**config.mk**
```make
export PLATFORM = sky130hd
export DESIGN_NAME = ysyx_23060187_ifu
export DESIGN_NICKNAME = d
export VERILOG_FILES = /design/src/rtl/ysyx_23060187_ifu_pkg.sv /design/src/rtl/ysyx_23060187_ifu_timer.sv /design/src/rtl/ysyx_23060187_ifu.sv
export SDC_FILE = /design/constraint.sdc
export NUM_CORES = 1
export LEC_CHECK = 0
export BUFFER_PORTS_ARGS = -buffer_cell sky130_fd_sc_hd__buf_2
export CAP_MARGIN = 15
export CORE_MARGIN = 2
export CORE_UTILIZATION = 44
export DETAILED_ROUTE_END_ITERATION = 7
export MAX_ROUTING_LAYER = met4
export PLACE_DENSITY_LB_ADDON = 0.05
export SYNTH_ARGS = -nofsm -noshare
export SYNTH_HDL_FRONTEND = slang
export SYNTH_HIERARCHICAL = 1
export SYNTH_SLANG_ARGS = --single-unit
```
**constraint.sdc**
```tcl
create_clock -name clk -period 4.1 [get_ports clk]
set_clock_uncertainty 0.2 [all_clocks]
set_input_delay 0 -clock clk [delete_from_list [all_inputs] [get_ports clk]]
set_output_delay 0 -clock clk [all_outputs]
set_load 0.01 [all_outputs]
```
**src/rtl/ysyx_23060187_ifu_pkg.sv**
```systemverilog
// Shared definitions for the instruction fetch unit, reused by the LSU and the core top.
package ysyx_23060187_ifu_pkg;

  typedef enum logic [2:0] {
    StBoot = 3'd0,
    StReq  = 3'd1,
    StWait = 3'd2,
    StHold = 3'd3,
    StExec = 3'd4
  } ifu_state_e;

  // addi x0, x0, 0
  localparam logic [31:0] NopInst        = 32'h0000_0013;
  localparam logic [31:0] ResetPcDefault = 32'h8000_0000;
  localparam int unsigned TimeoutDefault = 255;

endpackage

```
**src/rtl/ysyx_23060187_ifu_timer.sv**
```systemverilog
// 8-bit wait-cycle counter with clear/enable; flags the cycle in which a wait runs out.
module ysyx_23060187_ifu_timer #(
  parameter int unsigned TIMEOUT = 255
) (
  input  logic clk,
  input  logic rst,
  input  logic clr,
  input  logic en,
  output logic expired
);

  localparam logic [7:0] Last = 8'(TIMEOUT - 1);

  logic [7:0] cnt_q, cnt_d;

  always_comb begin
    cnt_d = cnt_q;
    if (clr) begin
      cnt_d = '0;
    end else if (en && (cnt_q != 8'hFF)) begin
      cnt_d = cnt_q + 8'd1;
    end
  end

  always_ff @(posedge clk or negedge rst) begin
    if (!rst) begin
      cnt_q <= '0;
    end else begin
      cnt_q <= cnt_d;
    end
  end

  // Fires in the enabled cycle whose increment brings the count to TIMEOUT.
  assign expired = en && (cnt_q == Last);

endmodule

```
**src/rtl/ysyx_23060187_ifu.sv**
```systemverilog
// Multi-cycle instruction fetch unit: one outstanding word fetch, decode handshake,
// then waits for writeback to supply the next PC.
module ysyx_23060187_ifu
  import ysyx_23060187_ifu_pkg::*;
#(
  parameter logic [31:0] RESET_PC = ResetPcDefault,
  parameter int unsigned TIMEOUT  = TimeoutDefault,
  parameter logic [31:0] NOP_INST = NopInst
) (
  input  logic        clk,
  input  logic        rst,
  output logic        imem_req_valid,
  input  logic        imem_req_ready,
  output logic [31:0] imem_addr,
  input  logic        imem_resp_valid,
  input  logic [31:0] imem_resp_data,
  input  logic        imem_resp_err,
  output logic        inst_valid,
  input  logic        inst_ready,
  output logic [31:0] inst,
  output logic [31:0] inst_pc,
  output logic        inst_fault,
  input  logic        wbu_valid,
  input  logic [31:0] wbu_next_pc,
  output logic [31:0] pc
);

  ifu_state_e  state_q, state_d;
  logic [31:0] pc_q, pc_d;
  logic [31:0] inst_q, inst_d;
  logic [31:0] inst_pc_q, inst_pc_d;
  logic        fault_q, fault_d;
  logic        drop_q, drop_d;
  logic        timer_clr, timer_en, timer_expired;

  ysyx_23060187_ifu_timer #(
    .TIMEOUT (TIMEOUT)
  ) u_timer (
    .clk     (clk),
    .rst     (rst),
    .clr     (timer_clr),
    .en      (timer_en),
    .expired (timer_expired)
  );

  always_ff @(posedge clk or negedge rst) begin
    if (!rst) begin
      state_q   <= StBoot;
      pc_q      <= RESET_PC;
      inst_q    <= NOP_INST;
      inst_pc_q <= RESET_PC;
      fault_q   <= 1'b0;
      drop_q    <= 1'b0;
    end else begin
      state_q   <= state_d;
      pc_q      <= pc_d;
      inst_q    <= inst_d;
      inst_pc_q <= inst_pc_d;
      fault_q   <= fault_d;
      drop_q    <= drop_d;
    end
  end

  always_comb begin
    state_d   = state_q;
    pc_d      = pc_q;
    inst_d    = inst_q;
    inst_pc_d = inst_pc_q;
    fault_d   = fault_q;
    drop_d    = drop_q;
    // A response owed to a timed-out fetch is swallowed whenever it finally shows up.
    if (imem_resp_valid && drop_q) begin
      drop_d = 1'b0;
    end
    unique case (state_q)
      StBoot: state_d = StReq;
      StReq: begin
        if (imem_req_ready) begin
          state_d = StWait;
        end
      end
      StWait: begin
        if (imem_resp_valid && !drop_q) begin
          inst_d    = imem_resp_err ? NOP_INST : imem_resp_data;
          fault_d   = imem_resp_err;
          inst_pc_d = pc_q;
          state_d   = StHold;
        end else if (timer_expired) begin
          inst_d    = NOP_INST;
          fault_d   = 1'b1;
          inst_pc_d = pc_q;
          drop_d    = 1'b1;
          state_d   = StHold;
        end
      end
      StHold: begin
        if (inst_ready) begin
          state_d = StExec;
        end
      end
      StExec: begin
        if (wbu_valid) begin
          pc_d = wbu_next_pc;
          if (wbu_next_pc[1:0] != 2'b00) begin
            inst_d    = NOP_INST;
            fault_d   = 1'b1;
            inst_pc_d = wbu_next_pc;
            state_d   = StHold;
          end else begin
            state_d = StReq;
          end
        end
      end
      default: state_d = StBoot;
    endcase
  end

  always_comb begin
    imem_req_valid = (state_q == StReq);
    inst_valid     = (state_q == StHold);
    imem_addr      = pc_q;
    inst           = inst_q;
    inst_pc        = inst_pc_q;
    inst_fault     = fault_q;
    pc             = pc_q;
    timer_clr      = (state_q == StReq) && imem_req_ready;
    timer_en       = (state_q == StWait);
  end

endmodule

```
# Word-level counts from Yosys, hierarchy flattened
# Cells that the tools add are included.
[totals] out_inout_bits=131 register_bits=109 romBits=0 ram_bits=0 latchBits=0 n_memories=0 inputBits=71 word_cells=61
[op_classes] shift=0 order_cmp=0 multipliers=0 n_bitwise=0 reduce_logical=13 n_addsub=1 eq_ne=11 mux=29 n_div=0
[op_table] op="32-bit two-way mux" count=9
[op_table] op="32-bit one-hot mux with 2 select lines" count=2
[op_table] op="8-bit two-way mux" count=2
[op_table] op="3-bit two-way mux" count=5
[op_table] op="3-bit one-hot mux with 5 select lines" count=1
[op_table] op="8-bit by 1-bit adder with 8-bit output, second input constant" count=1
[op_table] op="8-bit == test, second input constant" count=1
[op_table] op="1-bit two-way mux" count=8
[op_table] op="8-bit inequality test, second input constant" count=1
[op_table] op="4-bit AND reduction" count=2
[op_table] op="3-bit by 2-bit == test with 1-bit output, second input constant" count=2
[op_table] op="2-bit nonzero test" count=3
[op_table] op="1-bit logical AND" count=5
[op_table] op="2-bit by 1-bit inequality test with 1-bit output, second input constant" count=2
[op_table] op="2-bit inequality test, second input constant" count=2
[op_table] op="3-bit by 1-bit == test with 1-bit output, second input constant" count=1
[op_table] op="3-bit == test, second input constant" count=1
[op_table] op="3-bit zero test" count=1
[op_table] op="3-bit inequality test, second input constant" count=1
[op_table] op="2-bit two-way mux" count=1
[op_table] op="1-bit one-hot mux with 2 select lines" count=1
[op_table] op="2-bit AND reduction" count=1
[op_table] op="1-bit zero test" count=1

# Longest topological paths before layout
[logic_depth] word_depth=5 ltp_mapped=9

# Cells and area by module
# Netlist, hierarchy kept.
[by_module_without_submodules] mod="ysyx_23060187_ifu" seq_area_each_um2=2533.7 n_inst=1 area_each_um2=4699.5 cells_per_inst=367
[by_module_without_submodules] mod="ysyx_23060187_ifu_timer" seq_area_each_um2=200.2 n_inst=1 area_each_um2=479.2 cells_per_inst=50

# Worst setup path before layout
# OpenSTA, ideal clock, no wires.
[synth_timing] kind="reg-to-reg" start="register state_q[0]" end="register inst_pc_q[15] (netlist: inst_pc[15])" t_arrival_ns=2.158 required_time_ns=3.775 path_stages_with_launch=10 period_less_slack_ns=2.483 path_slack_ns=1.617 setup_time_ns=0.125 path_cell_list="dfrtp_1 -> clkbuf_1 -> nor3b_2 -> nand3_2 -> nor3_1 -> a21oi_1 -> o21ai_1 -> buf_4 -> buf_6 -> mux2_2"
[synth_between] elab_chain_len=4
[synth_rtl] item="start, declared" line_no="ysyx_23060187_ifu.sv:28" source="ifu_state_e state_q, state_d;"
[synth_rtl] item="start signal, assigned" line_no="ysyx_23060187_ifu.sv:48" source="state_q <= StBoot;"
[synth_rtl] item="start signal, assigned" line_no="ysyx_23060187_ifu.sv:55" source="state_q <= state_d;"
[synth_rtl] item="3-bit by 2-bit == test with 1-bit output" line_no="ysyx_23060187_ifu.sv:127" source="timer_en = (state_q == StWait);"
[synth_rtl] item="net timer_en" line_no="ysyx_23060187_ifu.sv:34" source="logic timer_clr, timer_en, timer_expired;"
[synth_rtl] item="1-bit logical AND" line_no="ysyx_23060187_ifu_timer.sv:34" source="assign expired = en && (cnt_q == Last);"
[synth_rtl] item="net timer_expired" line_no="ysyx_23060187_ifu.sv:34"
[synth_rtl] item="3-bit inequality test (no source line)"
[synth_rtl] item="4-bit AND reduction (no source line)"
[synth_rtl] item="end signal, assigned" line_no="ysyx_23060187_ifu.sv:58" source="inst_pc_q <= inst_pc_d;"
[synth_rtl] item="end, declared" line_no="ysyx_23060187_ifu.sv:31" source="logic [31:0] inst_pc_q, inst_pc_d;"
# The timed path passes the listed nets, and every way through them passes these cells.
# A chain may end at the register's enable or synchronous reset.

# Worst setup path after layout
[layout_timing] start="register state_q[1]" end="register inst_q[10] (netlist: inst[10])"
[layout_between] elab_chain_len=4
[layout_rtl] item="3-bit by 2-bit == test with 1-bit output" line_no="ysyx_23060187_ifu.sv:127"
[layout_rtl] item="net timer_en" line_no="ysyx_23060187_ifu.sv:34"
[layout_rtl] item="1-bit logical AND" line_no="ysyx_23060187_ifu_timer.sv:34"
[layout_rtl] item="net timer_expired" line_no="ysyx_23060187_ifu.sv:34"
[layout_rtl] item="3-bit inequality test (no source line)"
[layout_rtl] item="4-bit AND reduction (no source line)"
[layout_rtl] item="end signal, assigned" line_no="ysyx_23060187_ifu.sv:57" source="inst_q <= inst_d;"
[layout_rtl] item="end, declared" line_no="ysyx_23060187_ifu.sv:30" source="logic [31:0] inst_q, inst_d;"
# The timed path passes the listed nets, and every way through them passes these cells.

==> results.md <==
- Async SR Flop Fraction: 1.000
- CP max stage cell: nor3b_2
- CTS Buffer Depth: 2
- N_diodes: 0
- Rows: 39
- R2r endpoint: inst[10]
- Synth Instances: 417
- Post-route antenna net violation count: 0
- Unrepaired setup endpoints after global routing: false
- Synth-to-Final Area Change: 36.39%
- Gr ovfl total: 0
- Critical Path Most Common Cell: buf_4
- Top-area cell type share of the netlist area: 0.5025
- Max-cap viol count: 0
- CP startpoint kind: flop
- Initial DRC count: 205
- Reg2reg start: state_q[1]
- Final Hold Vio Count: 0
- Layout cells sized above 1: 0.4985
- Per-cell routed wire length: ~15 um
- Synthesized netlist net count: 490
- Worst slew pin tran: between 0.9 and 1 ns
- Area leader, netlist: dfrtp_1
- Final setup fails: 0
- Post-DP HPWL: ~7800 um
- Final Max Slew Viols: 0
- Total power: roughly 4700 uW
- Largest net degree at the start of global routing: 74
- Worst reg2reg setup slack: approximately 1.2 ns
- Leakage: ~0.0036 uW
- Synth area leaders: dfrtp_1 (50%), mux2_2 (22%), mux2i_1 (5.8%)
- Final period utilization: 0.7162
- Placed inst area: approximately 6100 um^2
- Hold WS: between 0.02 and 0.03 ns
- Chip width: 112.5 um
- DR vias/cell: between 4 and 5
- Status: finished, final reports clean
- Core ar.: ~11,000 um^2
- Post-synth EDFFs: 0
- Number of buffers created by CTS: 9
- Router iterations before antenna repair: 4
- DR vias: a little under 4,000
- Gpl congestion: about 0.81
- Sink Count: 109
- Mean Syn Cell Area: 12.42 um^2
- Hold WC Path Type: in -> reg
- Clock latency on the worst-skew pair: 0.34 ns
- I/O pin cnt: just over 200
- Sequential fraction of the synthesis area: 0.5279
- End of the critical path: inst[10]
- FF-to-FF path depth: 8
- Final min period: 2.937 ns
- Max_slew headroom: 0.3777
- Worst EP required: 4.17 ns
- Fin nets: 730
- CTS Root Cell: clkbuf_16
- First-pass GRT wire length: ~20,000 um
- Drt total wl: 11,990 um
- Post-CTS setup buffer count: 0
- Reg clk slew, reported paths: 0.07 ns
- Port Buffers: around 200
- Sum Neg Setup Slack: 0 ns
- Power Density: approximately 670 nW/um^2
- Crit. path cell count: 8
- Max frequency: about 0.34 GHz
- Die Height: roughly 110 um
- Crit path launch: state_q[1]
- Initial antenna violation count: 0
- Crit path kind: reg -> reg
- Unique masters post-synth: 40
- Post-route DRC: 0
- Worst setup EP type: flop
- CTS tree: built
- Vias in the first global route: 4,169
- Mapped Area: approximately 5200 um^2
- All-Layer GR Usage: 0.2009
- Final instance area: 7063 um^2
- Worst-path maximum fanout: 28
- Slowest cell delay on critical path: between 0.5 and 0.6 ns
- FF+latch count, synth: 109
- Worst Path Buf+Inv: 2
- Worst vdd ir: around 0.00034 V
- Die area: 12,650 um^2
- Critical-path cell list: nor3b_2, nand3_2, nor3_1, a21oi_1, o21ai_4, buf_4, buf_4, mux2i_1
- Ys Warns: 6
- Synth Flop Type: dfrtp_1
- Starting Density: 0.4516
- H-tree depth: 3
- Crit-path leading delay family: simple AND/OR/NAND/NOR gates
- Worst path arrival time: roughly 3.0 ns
-- cell usage after synthesis (all sizes together), types with 3 or more instances --
| library cell | n |
|---|---|
| dfrtp | 104 |
| mux2 | 101 |
| buf | 48 |
| inv | 38 |
| nand2 | 33 |
| mux2i | 30 |
| a21oi | 7 |
| dfstp | 5 |
| nand2b | 5 |
| nand3 | 5 |
| nor3 | 5 |
| nor3b | 4 |
| a211oi | 3 |
| nor2 | 3 |
| o21ai | 3 |
-- per-stage QoR --
| stage | utilization | setup slack (ns) | cells |
|---|---|---|---|
| 2_1_floorplan | - | 1.617 | 417 |
| 3_3_place_gp | 0.5307 | 1.287 | 718 |
| 3_5_place_dp | 0.5307 | 1.194 | 718 |
| 4_1_cts | 0.6159 | 1.177 | 805 |
| 5_1_grt | 0.6159 | 0.9131 | 805 |
| 6_report | 0.6159 | 1.163 | 805 |
-- cell families (layout without fill, tap and decap cells) --
family          Yosys count  after routing  synth area share
fa+ha+maj                 2              2          0.004831
simple gates             64             64           0.06523
buf+inv                  88            333           0.09495
compound gates           23             23           0.02947
mux                     131            131            0.2776
flops                   109            109            0.5279
-- repair_timing --
action | 4_1_cts | 5_1_grt
endpoints found under the hold margin | 168 | 0
hold buffers | 71 | 0
resized for setup | 0 | 0
-- metal layers --
layer | global-route usage | part of all wire
met1 | 0.2471 | 0.44
met2 | 0.3293 | 0.48
met5 | - | 0
met3 | 0.03996 | 0.057
met4 | 0.07642 | 0.017
-- report_power, final --
group / total [uW] / internal, uW / switching, uW
sequential: 1900 / 1550 / 347
clock: 811 / 432 / 379
combinational: 2010 / 1050 / 958
total: 4720 / 3040 / 1680
-- how the worst min path moves through the flow --
stage	startpoint	end	cells past startpoint
detailed placement	rst	inst_pc[28]	1
CTS	imem_resp_err	inst[9]	5
floorplan	rst	drop_q	0
finish	imem_resp_err	inst[26]	5
global placement	rst	imem_addr[28]	1
global route	imem_resp_err	inst[25]	5
-- cell type report --
type,instances,area (um^2)
multi-input combinational,220,1969
tap,143,178.9
timing repair buffer,279,1772
clock inverter,1,8.758
clock buffer,15,257.7
inverter,38,142.6
fill,938,4404
sequential,109,2734
-- sequential cells by signal, indices dropped and copies added (netlist names) --
register,count
drop_q,1
imem_addr,32
inst,32
inst_fault,1
inst_pc,32
state_q,3
u_timer/cnt_q,8
-- worst min-delay path, delay by kind of cell --
family	cells	cell delay, ns
buffers and inverters	2	0.31
muxes	1	0.06
and+or+nand+nor	2	0.14
-- layout by cell type (no fill, tap or decap), types with 3 or more instances in the layout --
| master | count |
|---|---|
| buf_2 | 200 |
| dfrtp_1 | 104 |
| mux2_2 | 99 |
| dlygate4sd3_1 | 71 |
| inv_1 | 38 |
| nand2_1 | 33 |
| mux2i_1 | 30 |
| clkbuf_16 | 9 |
| buf_4 | 8 |
| a21oi_1 | 7 |
| nand2b_1 | 5 |
| clkbuf_1 | 5 |
| dfstp_2 | 5 |
| nand3_1 | 4 |
| nor3_1 | 4 |
| nor2_1 | 3 |
| a211oi_1 | 3 |
No activity file was read; power rests on OpenSTA's default activity.
